**config.mk**
```make
export PLATFORM = sky130hd
export DESIGN_NAME = seg_scan_ctrl
export DESIGN_NICKNAME = d
export VERILOG_FILES = /design/src/rtl/seg_scan_ctrl.sv
export SDC_FILE = /design/constraint.sdc
export NUM_CORES = 1
export LEC_CHECK = 0
export ABC_AREA = 1
export CORE_ASPECT_RATIO = 0.9
export CORE_MARGIN = 3
export CORE_UTILIZATION = 40
export DETAILED_ROUTE_END_ITERATION = 16
export MAX_ROUTING_LAYER = met4
export PLACE_DENSITY_LB_ADDON = 0.15
export RECOVER_POWER = 100
export SKIP_CTS_REPAIR_TIMING = 1
export SKIP_LAST_GASP = 1
export SYNTH_ARGS = -nofsm -noshare
export SYNTH_HDL_FRONTEND = slang
export SYNTH_SLANG_ARGS = --single-unit
```
**constraint.sdc**
```tcl
create_clock -name clk -period 2.18 [get_ports clk]
set_input_delay 0.218 -clock clk [delete_from_list [all_inputs] [get_ports clk]]
set_output_delay 0.218 -clock clk [all_outputs]
set_load 0.03 [all_outputs]
```
**src/rtl/seg_scan_ctrl.sv**
```systemverilog
// seg_scan_ctrl: time-multiplexed driver for a three-digit common-anode
// seven-segment score display.
// - Each digit slot opens with a dead-time gap.
// - A tear-free BCD snapshot is taken at every frame boundary.
// - The whole display blinks while the game is over.
// Optional feature macro: SEG_LEAD_ZERO_BLANK_EN (leading-zero blanking of
// the hundreds and tens digits). Leave it undefined to show all three digits.

module seg_scan_ctrl #(
  parameter int SCAN_DIV     = 50000,  // clock cycles per digit slot (>= 4)
  parameter int BLANK_CYC    = 500,    // dead-time cycles per slot (1..SCAN_DIV-1)
  parameter int BLINK_FRAMES = 128     // frames per blink half-period (>= 1)
) (
  input  logic        clk,
  input  logic        rst_n,
  input  logic [11:0] bcd_data,
  input  logic [1:0]  game_status,
  output logic [7:0]  seg,
  output logic [2:0]  sel
);

  localparam int CW = $clog2(SCAN_DIV);
  localparam int FW = (BLINK_FRAMES > 1) ? $clog2(BLINK_FRAMES) : 1;

  localparam logic [CW-1:0] CNT_ZERO  = CW'(0);
  localparam logic [CW-1:0] CNT_ONE   = CW'(1);
  localparam logic [CW-1:0] CNT_LAST  = CW'(SCAN_DIV - 1);
  localparam logic [CW-1:0] CNT_BLANK = CW'(BLANK_CYC);
  localparam logic [FW-1:0] FRM_ZERO  = FW'(0);
  localparam logic [FW-1:0] FRM_ONE   = FW'(1);
  localparam logic [FW-1:0] FRM_LAST  = FW'(BLINK_FRAMES - 1);

  localparam logic [1:0] ST_RESTART  = 2'b00;
  localparam logic [1:0] ST_GAMEOVER = 2'b11;

  localparam logic [7:0] SEG_OFF = 8'hFF;
  localparam logic [2:0] SEL_OFF = 3'b111;

  // Active-low glyph for one BCD nibble; anything above 9 shows a dash.
  function automatic logic [7:0] f_glyph(input logic [3:0] nib);
    logic [7:0] g;
    case (nib)
      4'd0:    g = 8'hC0;
      4'd1:    g = 8'hF9;
      4'd2:    g = 8'hA4;
      4'd3:    g = 8'hB0;
      4'd4:    g = 8'h99;
      4'd5:    g = 8'h92;
      4'd6:    g = 8'h82;
      4'd7:    g = 8'hF8;
      4'd8:    g = 8'h80;
      4'd9:    g = 8'h90;
      default: g = 8'hBF;
    endcase
    return g;
  endfunction

  logic [CW-1:0] r_cnt;
  logic [1:0]    r_idx;
  logic [11:0]   r_shadow;
  logic [FW-1:0] r_frame_cnt;
  logic          r_blink_phase;
  logic [7:0]    r_seg;
  logic [2:0]    r_sel;

  logic          w_cnt_wrap;
  logic          w_frame_start;
  logic          w_frame_end;
  logic          w_in_blank;
  logic          w_restart;
  logic          w_gameover;
  logic [11:0]   w_shadow_eff;
  logic [3:0]    w_nibble;
  logic [2:0]    w_sel_drive;
  logic          w_lz_blank;
  logic [7:0]    w_seg_nxt;
  logic [2:0]    w_sel_nxt;

  assign w_cnt_wrap    = (r_cnt == CNT_LAST);
  assign w_frame_start = (r_cnt == CNT_ZERO) && (r_idx == 2'd0);
  assign w_frame_end   = w_cnt_wrap && (r_idx == 2'd2);
  assign w_in_blank    = (r_cnt < CNT_BLANK);
  assign w_restart     = (game_status == ST_RESTART);
  assign w_gameover    = (game_status == ST_GAMEOVER);
  // RESTART forces a zero score straight into the output path, so the glyph
  // reacts on the very next edge rather than one cycle after the shadow.
  assign w_shadow_eff  = w_restart ? 12'h000 : r_shadow;

  // Pick the shadow nibble and the active-low digit enable for the current slot.
  always_comb begin
    w_nibble    = 4'hF;
    w_sel_drive = SEL_OFF;
    case (r_idx)
      2'd0: begin
        w_nibble    = w_shadow_eff[3:0];
        w_sel_drive = 3'b110;
      end
      2'd1: begin
        w_nibble    = w_shadow_eff[7:4];
        w_sel_drive = 3'b101;
      end
      2'd2: begin
        w_nibble    = w_shadow_eff[11:8];
        w_sel_drive = 3'b011;
      end
      default: begin
        w_nibble    = 4'hF;
        w_sel_drive = SEL_OFF;
      end
    endcase
  end

  // Decide whether the current digit is a suppressed leading zero.
  always_comb begin
    w_lz_blank = 1'b0;
`ifdef SEG_LEAD_ZERO_BLANK_EN
    // A dash nibble is non-zero, so it never counts as a leading zero.
    case (r_idx)
      2'd2:    w_lz_blank = (w_shadow_eff[11:8] == 4'h0);
      2'd1:    w_lz_blank = (w_shadow_eff[11:4] == 8'h00);
      default: w_lz_blank = 1'b0;
    endcase
`else
    w_lz_blank = 1'b0;
`endif
  end

  // Next segment/enable pattern: dead time and the blink-off half look identical.
  always_comb begin
    w_seg_nxt = SEG_OFF;
    w_sel_nxt = SEL_OFF;
    if (w_in_blank || r_blink_phase) begin
      w_seg_nxt = SEG_OFF;
      w_sel_nxt = SEL_OFF;
    end else begin
      w_sel_nxt = w_sel_drive;
      if (w_lz_blank) begin
        w_seg_nxt = SEG_OFF;
      end else begin
        w_seg_nxt = f_glyph(w_nibble);
      end
    end
  end

  // Slot counter and digit index; the index steps when the slot counter wraps.
  always_ff @(posedge clk or negedge rst_n) begin
    if (!rst_n) begin
      r_cnt <= CNT_ZERO;
      r_idx <= 2'd0;
    end else if (w_cnt_wrap) begin
      r_cnt <= CNT_ZERO;
      r_idx <= (r_idx == 2'd2) ? 2'd0 : (r_idx + 2'd1);
    end else begin
      r_cnt <= r_cnt + CNT_ONE;
      r_idx <= r_idx;
    end
  end

  // Score snapshot: taken at each frame boundary, held at zero during RESTART.
  always_ff @(posedge clk or negedge rst_n) begin
    if (!rst_n) begin
      r_shadow <= 12'h000;
    end else if (w_restart) begin
      r_shadow <= 12'h000;
    end else if (w_frame_start) begin
      r_shadow <= bcd_data;
    end else begin
      r_shadow <= r_shadow;
    end
  end

  // Blink timing: count completed frames in GAMEOVER, flip phase every BLINK_FRAMES.
  always_ff @(posedge clk or negedge rst_n) begin
    if (!rst_n) begin
      r_frame_cnt   <= FRM_ZERO;
      r_blink_phase <= 1'b0;
    end else if (!w_gameover) begin
      r_frame_cnt   <= FRM_ZERO;
      r_blink_phase <= 1'b0;
    end else if (w_frame_end) begin
      if (r_frame_cnt == FRM_LAST) begin
        r_frame_cnt   <= FRM_ZERO;
        r_blink_phase <= ~r_blink_phase;
      end else begin
        r_frame_cnt   <= r_frame_cnt + FRM_ONE;
        r_blink_phase <= r_blink_phase;
      end
    end else begin
      r_frame_cnt   <= r_frame_cnt;
      r_blink_phase <= r_blink_phase;
    end
  end

  // Register seg and sel together so a digit enable never meets another digit's glyph.
  always_ff @(posedge clk or negedge rst_n) begin
    if (!rst_n) begin
      r_seg <= SEG_OFF;
      r_sel <= SEL_OFF;
    end else begin
      r_seg <= w_seg_nxt;
      r_sel <= w_sel_nxt;
    end
  end

  assign seg = r_seg;
  assign sel = r_sel;

endmodule
```
Yosys cells after proc, flatten, opt, wreduce, memory -nomap -nowiden
Memory sizes are Yosys's and may differ from the RTL's.
Cells that the tools add are included.
{ "word_totals": {"reg_bits": 49, "word_cells": 43, "mem_count": 1, "rom_bits": 112, "inputBits": 16} }
{ "op_classes": {"add_sub_neg": 3, "n_reduce_logical": 8, "n_eq_ne": 7, "n_lt_le_gt_ge": 1, "bitwise": 1, "n_mux": 15} }
{ "memory_table": {"columns": ["memory", "depth", "width", "read_ports", "rd_clocked_by_memory_dff", "write_ports", "line_no", "rtl"], "rows": [
  ["(name not given)", 16, 7, 1, 0, 0, "42", "case (nib)"]
]} }
{ "op_table": {"columns": ["operator", "n"], "rows": [
  ["$mux 12", 3],
  ["$mux 7", 3],
  ["$add 16x1->16 const B", 1],
  ["$eq 16x16->1 const B", 1],
  ["$logic_not 16->1", 1],
  ["$lt 16x9->1 const B", 1],
  ["$mux 16", 1],
  ["$pmux 4 s3", 1],
  ["$pmux 3 s3", 1],
  ["$mux 8", 1],
  ["$add 7x1->7 const B", 1],
  ["$eq 7x7->1 const B", 1],
  ["$eq 2x2->1 const B", 2],
  ["$logic_not 2->1", 2],
  ["$mux 1", 3],
  ["$mux 3", 1],
  ["$add 2x1->2 const B", 1],
  ["$eq 2x1->1 const B", 1],
  ["$logic_and 1x1->1", 2],
  ["$mux 2", 1],
  ["$ne 2x1->1 const B", 1],
  ["$ne 2x2->1 const B", 1],
  ["$reduce_and 2->1", 1],
  ["$reduce_bool 2->1", 1],
  ["other kinds (2)", 2]
]} }

Depth between registers and ports, before layout
An unclocked memory read counts as a cell.
{ "depth": {"ltp_word": 5, "mapped_depth": 13, "mapped_depth_nobuf": 12} }

Worst setup path before layout
Ideal clock, no wire load.
{ "synth_path": {"path_kind": "register -> register", "startpoint": "register r_idx[0]", "endpoint": "register r_seg[3] (netlist: seg[3])", "arrival_ns": 1.567, "path_stages_with_launch": 14, "period_less_slack_ns": 1.628, "path_buffers": 1, "slack_ns": 0.552, "required_ns": 2.120, "cell_sequence": "dfrtp_1 > buf_4 > nor2_4 > nand2_1 > nand3_1 > nand2_1 > nand2_1 > inv_1 > ha_1 > inv_1 > nand2_1 > nand2_1 > nand2_1 > nand2_1"} }
{ "synth_between": {"elab_chain_len": 4} }
{ "synth_lines": {"columns": ["element", "line_no", "rtl"], "rows": [
  ["start: declaration", "59", "logic [1:0] r_idx;"],
  ["start signal: assignment", "152", "r_idx <= (r_idx == 2'd2) ? 2'd0 : (r_idx + 2'd1);"],
  ["start signal: assignment", "155", "r_idx <= r_idx;"],
  ["$eq 2x2->1 (tied with other cells)", "93", "case (r_idx)"],
  ["$pmux 4 s3 (*)", "93", null],
  ["$mem_v2 16x7 (*)", null, null],
  ["$mux 8 (*)", "132", "if (w_in_blank || r_blink_phase) begin"],
  ["via w_seg_nxt[3]", "76", "logic [7:0] w_seg_nxt;"],
  ["end signal: assignment", "200", "r_seg <= w_seg_nxt;"],
  ["end: declaration", "63", "logic [7:0] r_seg;"]
]} }
Mark *: on every way through the listed nets, which the timed path passes. The rest lies on a longest branch.
A chain may end at the register's enable or synchronous reset.

Worst setup path after layout
{ "layout_path": {"startpoint": "register r_cnt[13]", "endpoint": "register r_shadow[2]"} }
{ "layout_between": {"elab_chain_len": 3} }
{ "layout_lines": {"columns": ["element", "line_no", "rtl"], "rows": [
  ["start: declaration", "58", "logic [CW-1:0] r_cnt;"],
  ["start signal: assignment", "154", "r_cnt <= r_cnt + CNT_ONE;"],
  ["$logic_not 16->1", "80", "assign w_frame_start = (r_cnt == CNT_ZERO) && (r_idx == 2'd0);"],
  ["$logic_and 1x1->1", "80", null],
  ["$reduce_bool 2->1 (no line)", null, null],
  ["end signal: assignment", "166", "r_shadow <= bcd_data;"],
  ["end signal: assignment", "168", "r_shadow <= r_shadow;"],
  ["end: declaration", "60", "logic [11:0] r_shadow;"]
]} }
Every way passes these cells.

==> flow_metrics.env <==
export IMPL_status="completed"
export IMPL_synthFlopType="dfrtp_1"
export IMPL_most_common_layout_cells="nand2_1, nand3_1, inv_1, dfrtp_1, nor2_1"
export IMPL_setup_worst_path_start_class="flop"
export IMPL_grt_use_met1=0.225
export IMPL_cts_sinks=48
export IMPL_n_fill_cell=644
export IMPL_synth_area_sq_mm=0.00261
export IMPL_drt_iter0_markers=116
export IMPL_netlist_instances=331
export IMPL_busiest_layer="met2"
export IMPL_rsz0062_at_grt="false"
export IMPL_skew_ns=0.00804
export IMPL_htreeDepth=2
export IMPL_ant_nets=0
export IMPL_finalPower_uw=1600
export IMPL_antenna_found_initial=0
export IMPL_finalSetupViolCount=0
export IMPL_combPwrFrac=0.043
export IMPL_p_sw_uw=341
export IMPL_clkTransAtPathRegs_ns=0.09
export IMPL_tightest_slew_ns=0.841
export IMPL_die_w_um=91.1
export IMPL_critical_path_endpoint="r_shadow[2]"
export IMPL_via_per_inst=4.76
export IMPL_gp_congestion=0.885
export IMPL_insertedDiodeCount=0
export IMPL_drt_total_wl_um=5370
export IMPL_regToRegStartpoint="r_cnt[13]"
export IMPL_area_growth_pct=16.9
export IMPL_initial_core_util=0.420
export IMPL_required_ns=2.36
export IMPL_grt_overflow=0
export IMPL_hp_class="in2reg"
export IMPL_cts_tree="built"
export IMPL_slew_viol_final=0
export IMPL_ys_warn_count=0
export IMPL_cp_data_arrival_time_ns=1.99
export IMPL_synth_cell_types=33
export IMPL_use_met3=0.0335
export IMPL_regToRegSetupSlack_ns=0.37
export IMPL_p_leak_uw=0.00152
export IMPL_core_area_sq_mm=0.00622
export IMPL_stdcell_area_sq_mm=0.00305
export IMPL_p_int_uw=1260
export IMPL_hold_viol_final=0
export IMPL_route_detailed_drc=0
export IMPL_dp_cells=439
export IMPL_clockRootBuffer="clkbuf_8"
export IMPL_ys_seq_elements=48
export IMPL_peakVddDrop_uv=331
export IMPL_synth_area_per_cell_sq_um=7.89
export IMPL_period_minus_slack_ns=1.81
export IMPL_use_met2=0.231
export IMPL_die_h_um=82.6
export IMPL_final_common_cell="nand2_1"
export IMPL_pwr_share_seq=0.559
export IMPL_io_pins=27
export IMPL_first_global_vias=1917
export IMPL_endpoint_kind="flop"
export IMPL_grt_use_total=0.156
export IMPL_fin_crit_sh=0.830
export IMPL_fin_cells=448
export IMPL_io_buffers=25
export IMPL_post_dp_hpwl_um=4240
export IMPL_num_rows=27
export IMPL_finalSetupTns_ns=0
export IMPL_num_vias=2134
export IMPL_yosysSeqAreaShare=0.465
export IMPL_drive_above_1_share=0.0997
export IMPL_r2r_end="r_shadow[2]"
export IMPL_p_per_area_mw_per_mm2=526
export IMPL_placed_area_sq_mm=0.00295
export IMPL_grt_pass1_wl_um=9230
export IMPL_synth_async_reset_ratio=1.00
export IMPL_cap_violations=0
export IMPL_p_clk_frac=0.398
export IMPL_die_area_sq_mm=0.00753
export IMPL_multi_input_area_sq_mm=0.00120
export IMPL_fin_nets=382
export IMPL_r2r_cells=6
export IMPL_cp_startpoint="r_cnt[13]"
export IMPL_clockBufferDepth=2
export IMPL_postSynthNetCount=353
export IMPL_dr_pass1_iters=4
export IMPL_regArea_sq_mm=0.00121
export IMPL_grt_max_degree=20
export IMPL_numCtsBuffers=5
export IMPL_synth_edf_count=0
export IMPL_fmax_ghz=0.553
export IMPL_slew_headroom=0.439
export IMPL_clock_latency_ns=0.29
export IMPL_wl_per_cell_um=12.0
export IMPL_critPathMaxFanout=12
export IMPL_worstSetupPathType="reg2reg"
export IMPL_switching_share=0.213
power by group through the flow:
stage / Combinational (uW) / Clock [uW] / Sequential [uW]
detailed placement: 71.8 / 0 / 914
finish: 68.9 / 639 / 897
global route: 78.3 / 699 / 898
floorplan: 19.5 / 0 / 913
global placement: 71.0 / 0 / 914
CTS: 71.9 / 660 / 897
registers in the layout, indices dropped and copies added, names as in the netlist:
signal         flops
r_blink_phase      1
r_cnt             16
r_frame_cnt        7
r_idx              2
r_shadow          12
seg                7
sel                3
cell type report:
type	count	share of cell area
Tap cell	87	0.0357
Clock inverter	3	0.0139
Multi-Input combinational cell	237	0.393
Timing Repair Buffer	29	0.0890
Clock buffer	5	0.0226
Sequential cell	48	0.398
Inverter	39	0.0480
critical path, stage by stage (launching register included):
cell and delay (ns):
dfrtp_1 0.43, nor2_1 0.24, nand2_1 0.12, nor3_1 0.26, nand3_1 0.40, nand3_1 0.19
nand2_1 0.07
metal layers:
metal  wire length [um]  vias to the layer above
met3                247                        2
met2               2260                       45
met4                 27                        0
li1                   -                     1114
met1               2830                      973
met5                  0                        -
worst min-delay path by stage:
stage / from / endpoint / cells after the start
floorplan: rst_n / r_blink_phase / 0
detailed placement: rst_n / r_cnt[11] / 1
finish: bcd_data[10] / r_shadow[10] / 3
CTS: rst_n / r_cnt[11] / 1
global placement: rst_n / r_cnt[11] / 1
global route: bcd_data[10] / r_shadow[10] / 3
cell families (layout without fill, tap and decap cells):
group / count (synthesis) / count (layout) / synth area share
fa+ha+maj: 6 / 6 / 0.0288
other cells: 1 / 1 / 0.00144
flops: 48 / 48 / 0.465
xor+xnor: 12 / 12 / 0.0403
compound gates: 13 / 13 / 0.0355
buf+inv: 46 / 76 / 0.0719
simple gates: 205 / 205 / 0.357
per-stage QoR:
step / hold WS [ns] / setup WS, ns / util
6_report: 0.451 / 0.372 / 0.491
3_3_place_gp: 0.151 / 0.333 / 0.474
5_1_grt: 0.441 / 0.132 / 0.491
2_1_floorplan: -0.0776 / 0.552 / -
4_1_cts: -0.178 / 0.355 / 0.492
3_5_place_dp: 0.148 / 0.296 / 0.474
synth_stat cells, types with 3 or more instances:
library cell	instances	area, sq um
nand3_1	40	200
ha_1	6	75.1
xor2_1	10	87.6
nor2_1	30	113
nand2_1	99	372
buf_2	3	15.0
o21ai_0	6	30.0
nand3_2	3	30.0
inv_1	37	139
nor3_1	7	35.0
nand2_2	3	18.8
buf_4	3	22.5
dfstp_2	10	263
dfrtp_1	38	951
nand4_1	13	81.3
(Power assumes the default switching activity.)
